**src/rtl/debounce_pkg.sv**
```systemverilog
// Shared constants and helpers for the debounce_scan8 switch conditioner.
// A settling time is turned into a cycle count once, at elaboration, from the clock rate.
package debounce_pkg;

    localparam int DEB_WIDTH      = 8;
    localparam int DEB_CNT_W      = 16;
    localparam int DEB_STABLE_1MS = 50000;
    localparam int DEB_STABLE_SIM = 4;

    // Cycles needed for a level to stay steady for `ms` milliseconds at `clk_hz`.
    function automatic int deb_stable_cycles(input longint clk_hz, input int ms);
        return int'((clk_hz / 64'd1000) * longint'(ms));
    endfunction

endpackage

```
**src/rtl/debounce_ch.sv**
```systemverilog
// One debounce channel: 2-flop synchroniser, stability counter, clean level and edge pulses.
// Latency STABLE_CYCLES+2 edges from the first sample of raw to x; no backpressure, en_i=0 freezes level and count.
module debounce_ch
    import debounce_pkg::*;
#(
    parameter int   CNT_W         = DEB_CNT_W,
    parameter int   STABLE_CYCLES = DEB_STABLE_1MS,
    parameter logic RESET_VAL_BIT = 1'b0
) (
    input  logic clk,
    input  logic rst_n,
    input  logic raw_i,
    input  logic en_i,
    output logic x_o,
    output logic rise_o,
    output logic fall_o,
    output logic toggle_o
);

    if ((STABLE_CYCLES < 1) ||
        (longint'(STABLE_CYCLES) > ((longint'(1) << CNT_W) - 1))) begin : g_bad_stable
        $error("debounce_ch: STABLE_CYCLES out of range for CNT_W");
    end

    localparam logic [CNT_W-1:0] LAST = CNT_W'(STABLE_CYCLES - 1);

    logic             sync1_q, sync2_q;
    logic             x_q, x_d;
    logic [CNT_W-1:0] cnt_q, cnt_d;
    logic             rise_q, rise_d;
    logic             fall_q, fall_d;

    always_ff @(posedge clk or negedge rst_n) begin
        if (!rst_n) begin
            sync1_q <= RESET_VAL_BIT;
            sync2_q <= RESET_VAL_BIT;
            x_q     <= RESET_VAL_BIT;
            cnt_q   <= '0;
            rise_q  <= 1'b0;
            fall_q  <= 1'b0;
        end else begin
            sync1_q <= raw_i;
            sync2_q <= sync1_q;
            x_q     <= x_d;
            cnt_q   <= cnt_d;
            rise_q  <= rise_d;
            fall_q  <= fall_d;
        end
    end

    // Any return to agreement restarts the count, so bounces never accumulate.
    always_comb begin
        x_d    = x_q;
        cnt_d  = cnt_q;
        rise_d = 1'b0;
        fall_d = 1'b0;
        if (sync2_q == x_q) begin
            cnt_d = '0;
        end else if (!en_i) begin
            cnt_d = cnt_q;
        end else if (cnt_q == LAST) begin
            x_d    = sync2_q;
            cnt_d  = '0;
            rise_d = sync2_q;
            fall_d = ~sync2_q;
        end else begin
            cnt_d = cnt_q + CNT_W'(1);
        end
    end

    assign x_o      = x_q;
    assign rise_o   = rise_q;
    assign fall_o   = fall_q;
    assign toggle_o = rise_d | fall_d;

endmodule

```
**src/rtl/debounce_scan8.sv**
```systemverilog
// Debounces WIDTH raw switch lines into a clean vector x for the priority encoder, plus rise/fall/changed strobes.
// Latency STABLE_CYCLES+2 edges per channel, all outputs registered; no backpressure, en=0 freezes x and pulses.
module debounce_scan8
    import debounce_pkg::*;
#(
    parameter int               WIDTH         = DEB_WIDTH,
    parameter int               CNT_W         = DEB_CNT_W,
    parameter int               STABLE_CYCLES = DEB_STABLE_1MS,
    parameter logic [WIDTH-1:0] RESET_VAL     = '0
) (
    input  logic             clk,
    input  logic             rst_n,
    input  logic [WIDTH-1:0] raw,
    input  logic             en,
    output logic [WIDTH-1:0] x,
    output logic [WIDTH-1:0] rise,
    output logic [WIDTH-1:0] fall,
    output logic             changed
);

    logic [WIDTH-1:0] toggle;
    logic             changed_q, changed_d;

    for (genvar i = 0; i < WIDTH; i++) begin : g_ch
        debounce_ch #(
            .CNT_W         (CNT_W),
            .STABLE_CYCLES (STABLE_CYCLES),
            .RESET_VAL_BIT (RESET_VAL[i])
        ) u_ch (
            .clk      (clk),
            .rst_n    (rst_n),
            .raw_i    (raw[i]),
            .en_i     (en),
            .x_o      (x[i]),
            .rise_o   (rise[i]),
            .fall_o   (fall[i]),
            .toggle_o (toggle[i])
        );
    end

    // Built from the channels' next-state pulses so it lands on the same edge as rise/fall.
    assign changed_d = |toggle;

    always_ff @(posedge clk or negedge rst_n) begin
        if (!rst_n) begin
            changed_q <= 1'b0;
        end else begin
            changed_q <= changed_d;
        end
    end

    assign changed = changed_q;

endmodule

```
**config.mk**
```make
export PLATFORM = sky130hd
export DESIGN_NAME = debounce_scan8
export DESIGN_NICKNAME = d
export VERILOG_FILES = /design/src/rtl/debounce_pkg.sv /design/src/rtl/debounce_ch.sv /design/src/rtl/debounce_scan8.sv
export SDC_FILE = /design/constraint.sdc
export NUM_CORES = 1
export LEC_CHECK = 0
export ABC_AREA = 1
export CORE_MARGIN = 2
export CORE_UTILIZATION = 35
export CTS_CLUSTER_DIAMETER = 60
export DETAILED_ROUTE_END_ITERATION = 6
export SYNTH_ARGS = -nofsm -noshare
export SYNTH_HDL_FRONTEND = slang
export SYNTH_SLANG_ARGS = --single-unit
```
**constraint.sdc**
```tcl
create_clock -name clk -period 1.49 [get_ports clk]
set_input_delay 0.298 -clock clk [delete_from_list [all_inputs] [get_ports clk]]
set_output_delay 0.298 -clock clk [all_outputs]
set_load 0.02 [all_outputs]
```
==> metrics.yaml, run 1 <==
status: "finished with violations"
violations: "negative setup slack"
routed_wirelength_mm: 22.8
worstPathRequired_ns: 1.81
cp-start-kind: "flip-flop"
cp-end-kind: "flip-flop"
n_fill_cell: 2524
cts_root_buf: "clkbuf_16"
drc: 0
yosysTopAreaCell: "dfrtp_1"
synth_common_cells: "330 x nand2_1, 169 x dfrtp_1, 149 x nor2_1, 143 x inv_1, 88 x nand3_1"
synth_top_family_by_area: "simple AND/OR/NAND/NOR gates"
timing.critical_path.buf_inv: 1
final.setup.tns_ns: -0.133
yosysWarnings: 0
layout-drive-gt1-share_pct: 22.4
antenna_found_initial: 1
crit_chain: "ha_4, nand2_2, nor2_2, nand4_1, nor2_1, nor2_2, buf_6, nand3_2, nand2_1"
arrival_ns: 1.86
start_util_pct: 35.7
cpPeakStageDelay_ns: 0.39
synthTopCellsByArea: "dfrtp_1 45%, nand2_1 13%, nor2_1 6.0%"
cts_sinks: 169
synth_edf_count: 0
cts_tree: "done"
place_ws_ns: -0.389
fin_hold_ws_ns: 0.311
synth_top_area_share_pct: 45.5
wire_per_inst_um: 13.2
finalMaxSlewViolations: 0
period_share_pct: 103
finalHoldViolCount: 0
min_period_ns: 1.54
finalWorstSetupSlack_ns: -0.0492
crit_path_frequent_cell: "nor2_2"
multi_input_area_um2: 4680
grt_remaining_overflow: 0
cp_slowest_cell: "dfrtp_1"
post-route-cell-area_um2: 11900
yosysMostFrequentCell: "nand2_1"
place_hpwl_mm: 16.4
postRouteAntennaNets: 0
crit_fanout: 3
grt_util_all_layers_pct: 16.5
hp-class: "in -> reg"
numCtsBuffers: 17
syn_area_um2: 9300
viasPerCell: 4.84
die_x_um: 167
finalNetCount: 1395
rsz0062_at_grt: "true"
ys.flop_type: "dfrtp_1"
dpl-instance-area_um2: 10800
syn_nets: 1240
synth_cells: 1221
fin_util_pct: 45.6
ys_seq_area_share_pct: 45.5
routed-via-count: 8339
slew_headroom_pct: 73.5
fmax_ghz: 0.650
regArea_um2: 4240
ys_types: 36
routabilityCongestion: 0.888
synth_xor_xnor_area_share_pct: 5.18
clock_latency_ns: 0.42
synthArstFlopShare_pct: 100
critPathKind: "reg -> reg"
synth.area.mux_share_pct: 0
die_area_um2: 27900
dr.pass1.iters: 4
placementRows: 59
maxCapViolCount: 0
grt_pass1_vias: 7893
synth_compound_area_share_pct: 8.74
drtIter0Drc: 522
h-tree-depth: 4
p_leak_uw: 0.00532
grt_pass1_wl_mm: 37.8
powerDensity_nw_per_um2: 794
io_pins: 36
n_antenna_cell: 0
die_y_um: 167
tightest_slew_ns: 0.394
io_buffers: 35
crit_family: "simple AND/OR/NAND/NOR gates"
irDropWorstVdd_uv: 643
ys_seq_elements: 169
grt_max_degree: 53
core-area_um2: 26100
clockBufferDepth: 2
setup_viol: 4
yosys.area_share.simple_pct: 30.5
clk_pin_slew_ns: 0.07
syn_to_final_growth_pct: 27.7
synthAdderAreaFrac_pct: 1.08
clock_skew_ns: 0.00747
syn_avg_cell_area_um2: 7.62
[per-stage QoR]
step	total power (µW)	cells
after floorplan	5020	1221
after global placement	5360	1675
after detailed placement	5370	1675
after CTS	9520	1710
after global routing	9870	1724
final	9440	1724
[logic make-up after synthesis]
group,after synthesis
adder cells (fa/ha/maj),8
AND/OR/NAND/NOR,658
AO/OA/AOI/OAI,144
flip-flops,169
XOR/XNOR,55
buffers and inverters,187
[flip-flops by register name, summed over array words and instances (netlist names)]
| signal | cells |
|---|---|
| g_ch.u_ch.cnt_q | 128 |
| g_ch.u_ch.fall_o | 8 |
| g_ch.u_ch.rise_o | 8 |
| g_ch.u_ch.sync1_q | 8 |
| g_ch.u_ch.sync2_q | 8 |
| g_ch.u_ch.x_o | 8 |
| changed | 1 |
[area by class of cell]
type                    count  area share (%)
clock buffers              19            3.73
flip-flops and latches    169            35.6
well taps                 335            3.53
repair buffers            174            12.2
multi-input cells         866            39.4
clock inverters            13           0.811
inverters                 148            4.74
[path summary, 6_finish.rpt]
kind	start	endpoint	slack, ns	depth (start not counted)
hold / removal	raw[6]	g_ch[6].u_ch.sync1_q	0.31	1
hold reg to reg	g_ch[7].u_ch.sync1_q	g_ch[7].u_ch.sync2_q	0.35	0
max in group asynchronous	rst_n	g_ch[7].u_ch.sync2_q	0.61	3
setup reg to reg	g_ch[5].u_ch.cnt_q[1]	g_ch[5].u_ch.cnt_q[14]	-0.05	9
setup / recovery	g_ch[5].u_ch.cnt_q[1]	g_ch[5].u_ch.cnt_q[14]	-0.05	9
min in group asynchronous	rst_n	g_ch[0].u_ch.cnt_q[15]	0.32	2
[cells in the final DEF, fill, tap and decap left out, drive strengths merged]
master / count
o22ai: 32
nor2: 168
dlygate4sd2: 11
a31oi: 2
xnor2: 6
a21boi: 4
clkdlybuf4s15: 8
clkinv: 7
dlygate4sd3: 1
a21oi: 27
o21ai: 74
and3: 1
xor2: 49
inv: 152
o21bai: 1
o41ai: 5
ha: 8
nand3b: 1
nor3: 21
nand4: 42
clkinvlp: 2
dfrtp: 169
clkbuf: 26
and2: 1
clkdlybuf4s50: 9
buf: 138
nand3: 88
nand2: 336
[metal layers]
metal	part of all wire (%)	wire length (µm)	global-route usage [%]	vias up
li1	-	-	-	4239
met1	48	10900	22.5	3939
met2	47	10800	26.6	137
met3	3.5	791	3.09	24
met4	1.6	359	5.06	0
met5	0	0	0	-
[worst reg2reg max path, stage by stage, from the launching register on]
cell and delay (ns):
dfrtp_1 0.39, ha_4 0.16, nand2_2 0.06, nor2_2 0.13, nand4_1 0.17, nor2_1 0.20, nor2_2 0.08, buf_6 0.13
nand3_2 0.07, nand2_1 0.05
[report_power, final]
part / leakage [µW] / switching (µW) / internal [µW]
logic: 0.00279 / 383 / 256
registers: 0.00227 / 52.1 / 4650
clock network: 0.000264 / 1900 / 2190
total: 0.00532 / 2340 / 7100
[timing repair]
item | 4_1_cts | 5_1_grt
buffers inserted | 2 | 13
setup endpoints to repair | 60 | 141
pin swaps | 1 | 38
gates resized for setup | 44 | 158
endpoints found under the hold margin | 18 | 0
hold buffers | 1 | 0
gates cloned | 0 | 2
No activity file was read; power rests on OpenSTA's default activity.
==> inputs of run 2 (changes only) <==
Settings changed: MAX_ROUTING_LAYER set to met4.
==> metrics.yaml, run 2 (synthesis results as in run 1) <==
routabilityCongestion: 0.903
tightest_slew_ns: 0.395
worstPathRequired_ns: 1.81
fin_total_pwr_uw: 9430
syn_to_final_growth_pct: 27.3
start_util_pct: 35.7
dr.pass1.iters: 5
grt_pass1_wl_mm: 37.9
antenna_found_initial: 1
maxCapViolCount: 0
placementRows: 59
viasPerCell: 4.85
cts_root_buf: "clkbuf_16"
r2r-start: "g_ch[5].u_ch.cnt_q[1]"
grt_pass1_vias: 7896
layout_common_cells: "313 x nand2_1, 164 x dfrtp_1, 134 x inv_1"
rsz0062_at_grt: "true"
core-area_um2: 26100
r2r_end: "g_ch[5].u_ch.cnt_q[14]"
place_ws_ns: -0.389
cp-end-kind: "flip-flop"
clock_latency_ns: 0.42
grt_remaining_overflow: 0
switching_share_pct: 24.7
final_common_cell: "nand2_1"
clock_skew_ns: 0.00743
cts_sinks: 169
clock_power_share_pct: 43.4
finalNetCount: 1393
arrival_ns: 1.86
hold_path_end: "g_ch[6].u_ch.sync1_q"
fmax_ghz: 0.649
io_buffers: 35
powerDensity_nw_per_um2: 796
p_sw_uw: 2330
finalWorstSetupSlack_ns: -0.0501
layout-drive-gt1-share_pct: 22.2
irDropWorstVdd_uv: 644
pwr-share-comb_pct: 6.7
fin_cells: 1723
routed-via-count: 8350
seqPwrFrac_pct: 49.9
violations: "negative setup slack"
clk_pin_slew_ns: 0.07
min-delay-start: "raw[6]"
p_leak_uw: 0.00530
die_area_um2: 27900
routed_wirelength_mm: 22.8
grt_max_degree: 53
n_fill_cell: 2530
io_pins: 36
min_period_ns: 1.54
cp-start-kind: "flip-flop"
hp-class: "in -> reg"
status: "finished with violations"
drtIter0Drc: 527
clockBufferDepth: 2
cts_tree: "done"
numCtsBuffers: 17
p_int_uw: 7090
wire_per_inst_um: 13.3
holdPathStages: 1
r2r_cells: 9
place_inst: 1675
die_y_um: 167
drc: 0
finalHoldViolCount: 0
postRouteAntennaNets: 0
critPathKind: "reg -> reg"
top_register: "g_ch.u_ch.cnt_q"
slew_headroom_pct: 73.5
crit_fanout: 3
setup_viol: 4
grt_util_all_layers_pct: 17.0
die_x_um: 167
r2r_setup_slack_ns: -0.05
finalMaxSlewViolations: 0
place_hpwl_mm: 16.4
h-tree-depth: 4
period_share_pct: 103
largest_reg_flops: 128
[run 2: routing by layer]
layer	GRT usage, %	up-vias	share of wire [%]
li1	-	4237	-
met1	22.7	3923	47
met4	5.06	0	1.7
met5	-	-	0
met2	26.6	162	47
met3	3.02	28	4.1
[run 2: how the worst max path moves through the flow]
| stage | start | to | slack, ns |
|---|---|---|---|
| 5_1_grt | g_ch[5].u_ch.cnt_q[0] | g_ch[5].u_ch.cnt_q[14] | -0.13 |
| 6_report | g_ch[5].u_ch.cnt_q[1] | g_ch[5].u_ch.cnt_q[14] | -0.05 |
| 3_5_place_dp | en | g_ch[6].u_ch.cnt_q[8] | -0.39 |
| 2_1_floorplan | g_ch[5].u_ch.cnt_q[0] | g_ch[5].u_ch.cnt_q[9] | 0.09 |
| 4_1_cts | g_ch[1].u_ch.x_o | x[1] | -0.02 |
| 3_3_place_gp | en | g_ch[3].u_ch.cnt_q[10] | -0.36 |
[run 2: through the flow]
| stage | util [%] | TNS (ns) | cell area (µm²) | hold slack [ns] |
|---|---|---|---|---|
| 2_1_floorplan | - | 0 | 9300 | 0.00241 |
| 3_3_place_gp | 41.3 | -35.59 | 10800 | 0.192 |
| 3_5_place_dp | 41.3 | -38.16 | 10800 | 0.193 |
| 4_1_cts | 43.6 | -0.0297 | 11300 | 0.292 |
| 5_1_grt | 45.4 | -0.941 | 11800 | 0.285 |
| 6_report | 45.4 | -0.137 | 11800 | 0.310 |
[run 2: critical path, stage by stage, from the launching register on]
cell and delay [ns]:
dfrtp_1 0.39, ha_4 0.16, nand2_2 0.06, nor2_2 0.13
nand4_1 0.17, nor2_1 0.20, nor2_2 0.08, buf_6 0.13
nand3_2 0.07, nand2_1 0.05
[run 2: layout make-up]
type                            instances  area, µm²  area share [%]
Antenna cell                            1       2.50          0.0211
Clock buffer                           19        443            3.74
Clock inverter                         13       96.3           0.814
Inverter                              148        561            4.73
Multi-Input combinational cell        866       4650            39.3
Sequential cell                       169       4240            35.8
Tap cell                              335        419            3.54
Timing Repair Buffer                  172       1430            12.1
[run 2: power by group through the flow]
stage / sequential, µW / combinational, µW / clock (µW)
3_5_place_dp: 4780 / 585 / 0
4_1_cts: 4690 / 597 / 4230
5_1_grt: 4710 / 709 / 4450
2_1_floorplan: 4780 / 241 / 0
6_report: 4700 / 632 / 4090
3_3_place_gp: 4780 / 578 / 0
[run 2: repair_timing]
| item | in CTS | in global routing |
|---|---|---|
| gates resized for setup | 44 | 151 |
| endpoints found under the hold margin | 18 | 0 |
| gates cloned | 0 | 2 |
| pin swaps | 1 | 37 |
| hold buffers | 1 | 0 |
| endpoints found under the setup margin | 60 | 141 |
| buffers inserted | 2 | 11 |
==> inputs of run 3 (changes only) <==
Settings changed: SKIP_CTS_REPAIR_TIMING set to 1.
==> metrics.yaml, run 3 (synthesis results as in run 1) <==
routed-via-count: 8324
dr.pass1.iters: 6
irDropWorstVdd_uv: 644
slew_headroom_pct: 76.5
viasPerCell: 4.82
die_area_um2: 27900
violations: "negative setup slack"
crit_family: "simple AND/OR/NAND/NOR gates"
postRouteAntennaNets: 0
grtUsageMet1_pct: 22.7
syn_to_final_growth_pct: 28.4
drc: 0
grt_util_all_layers_pct: 17.0
cts_sinks: 169
layout-drive-gt1-share_pct: 21.7
die_x_um: 167
clk_pin_slew_ns: 0.07
tightest_slew_ns: 0.350
critPathKind: "reg -> reg"
min_period_ns: 1.61
cts_tree: "done"
powerDensity_nw_per_um2: 789
cpPeakStageDelay_ns: 0.39
finalWorstSetupSlack_ns: -0.123
io_buffers: 35
clock_skew_ns: 0.00847
crit_fanout: 3
grt_max_degree: 53
drtIter0Drc: 555
routabilityCongestion: 0.903
cp-start-kind: "flip-flop"
finalNetCount: 1398
p_leak_uw: 0.00557
maxCapViolCount: 0
cp-end-kind: "flip-flop"
hp-class: "in -> reg"
setup_viol: 12
layout_common_cells: "313 x nand2_1, 165 x dfrtp_1, 137 x inv_1"
rsz0062_at_grt: "true"
crit_chain: "ha_4, nand2_4, nor2_4, nand4_1, nor2_1, nor2_2, buf_6, nand3_2, nand2_1"
n_fill_cell: 2512
finalHoldViolCount: 0
worstPathRequired_ns: 1.81
h-tree-depth: 4
grt_remaining_overflow: 0
fmax_ghz: 0.620
io_pins: 36
fin_util_pct: 45.8
grt_pass1_vias: 7843
start_util_pct: 35.7
grt_pass1_wl_mm: 37.7
status: "finished with violations"
top_register: "g_ch.u_ch.cnt_q"
placementRows: 59
period_share_pct: 108
place_hpwl_mm: 16.4
arrival_ns: 1.94
die_y_um: 167
busiest_layer: "met2"
timing.critical_path.buf_inv: 1
core-area_um2: 26100
routed_wirelength_mm: 22.9
antenna_found_initial: 1
numCtsBuffers: 17
use_met3_pct: 2.99
met2_usage_pct: 26.3
cts_root_buf: "clkbuf_16"
finalMaxSlewViolations: 0
clockBufferDepth: 2
cp_slowest_cell: "dfrtp_1"
wire_per_inst_um: 13.2
place_ws_ns: -0.389
largest_reg_flops: 128
final_common_cell: "nand2_1"
clock_latency_ns: 0.43
r2r_setup_slack_ns: -0.12
==> run 3: cell types whose count changed in the layout (fill, tap and decap cells not counted), moves of 3 or more <==
cell / change
nand2_2: +3
buf_6: -3
inv_1: +3
clkdlybuf4s15_1: -4
clkbuf_2: -6
buf_4: +7
inv_2: -3
nor2_4: -3
nand2_4: -3
dlygate4sd2_1: -12
clkdlybuf4s15_2: -3
dlymetal6s2s_1: +25
==> run 3: layer usage <==
layer  up-vias  share of wire [%]
met4         0                1.7
met5         -                  0
met3        32                3.8
li1       4241                  -
met1      3895                 47
met2       156                 47
==> run 3: final timing paths <==
path | cells past startpoint | from | end
worst max-delay path | 9 | g_ch[5].u_ch.cnt_q[1] | g_ch[5].u_ch.cnt_q[14]
worst min-delay path | 1 | raw[6] | g_ch[6].u_ch.sync1_q
worst max register to register | 9 | g_ch[5].u_ch.cnt_q[1] | g_ch[5].u_ch.cnt_q[14]
worst min register to register | 0 | g_ch[7].u_ch.sync1_q | g_ch[7].u_ch.sync2_q
max in group asynchronous | 3 | rst_n | g_ch[6].u_ch.sync2_q
min in group asynchronous | 2 | rst_n | g_ch[0].u_ch.cnt_q[15]
==> run 3: area by class of cell <==
class	count	area, µm²	area share [%]
Antenna cell	1	2.50	0.0210
Clock buffer	19	443	3.71
Clock inverter	13	96.3	0.807
Inverter	148	561	4.69
Multi-Input combinational cell	867	4630	38.8
Sequential cell	169	4230	35.4
Tap cell	335	419	3.51
Timing Repair Buffer	176	1550	13.0
==> run 3: power breakdown <==
group	total [µW]	switching, µW	internal [µW]	leakage (µW)
Clock	4100	1910	2190	0.000264
Combinational	630	380	251	0.00304
Sequential	4700	49.3	4650	0.00227
Total	9430	2340	7090	0.00557
==> run 3: metrics by stage <==
stage / hold slack [ns] / power, µW / TNS, ns / area, µm² / cells
detailed placement: 0.193 / 5370 / -38.16 / 10800 / 1675
CTS: -0.270 / 9510 / -7.36 / 11300 / 1707
global placement: 0.192 / 5360 / -35.59 / 10800 / 1675
finish: 0.308 / 9430 / -0.603 / 11900 / 1728
floorplan: 0.00241 / 5020 / 0 / 9300 / 1221
global route: 0.286 / 9870 / -2.07 / 11900 / 1728
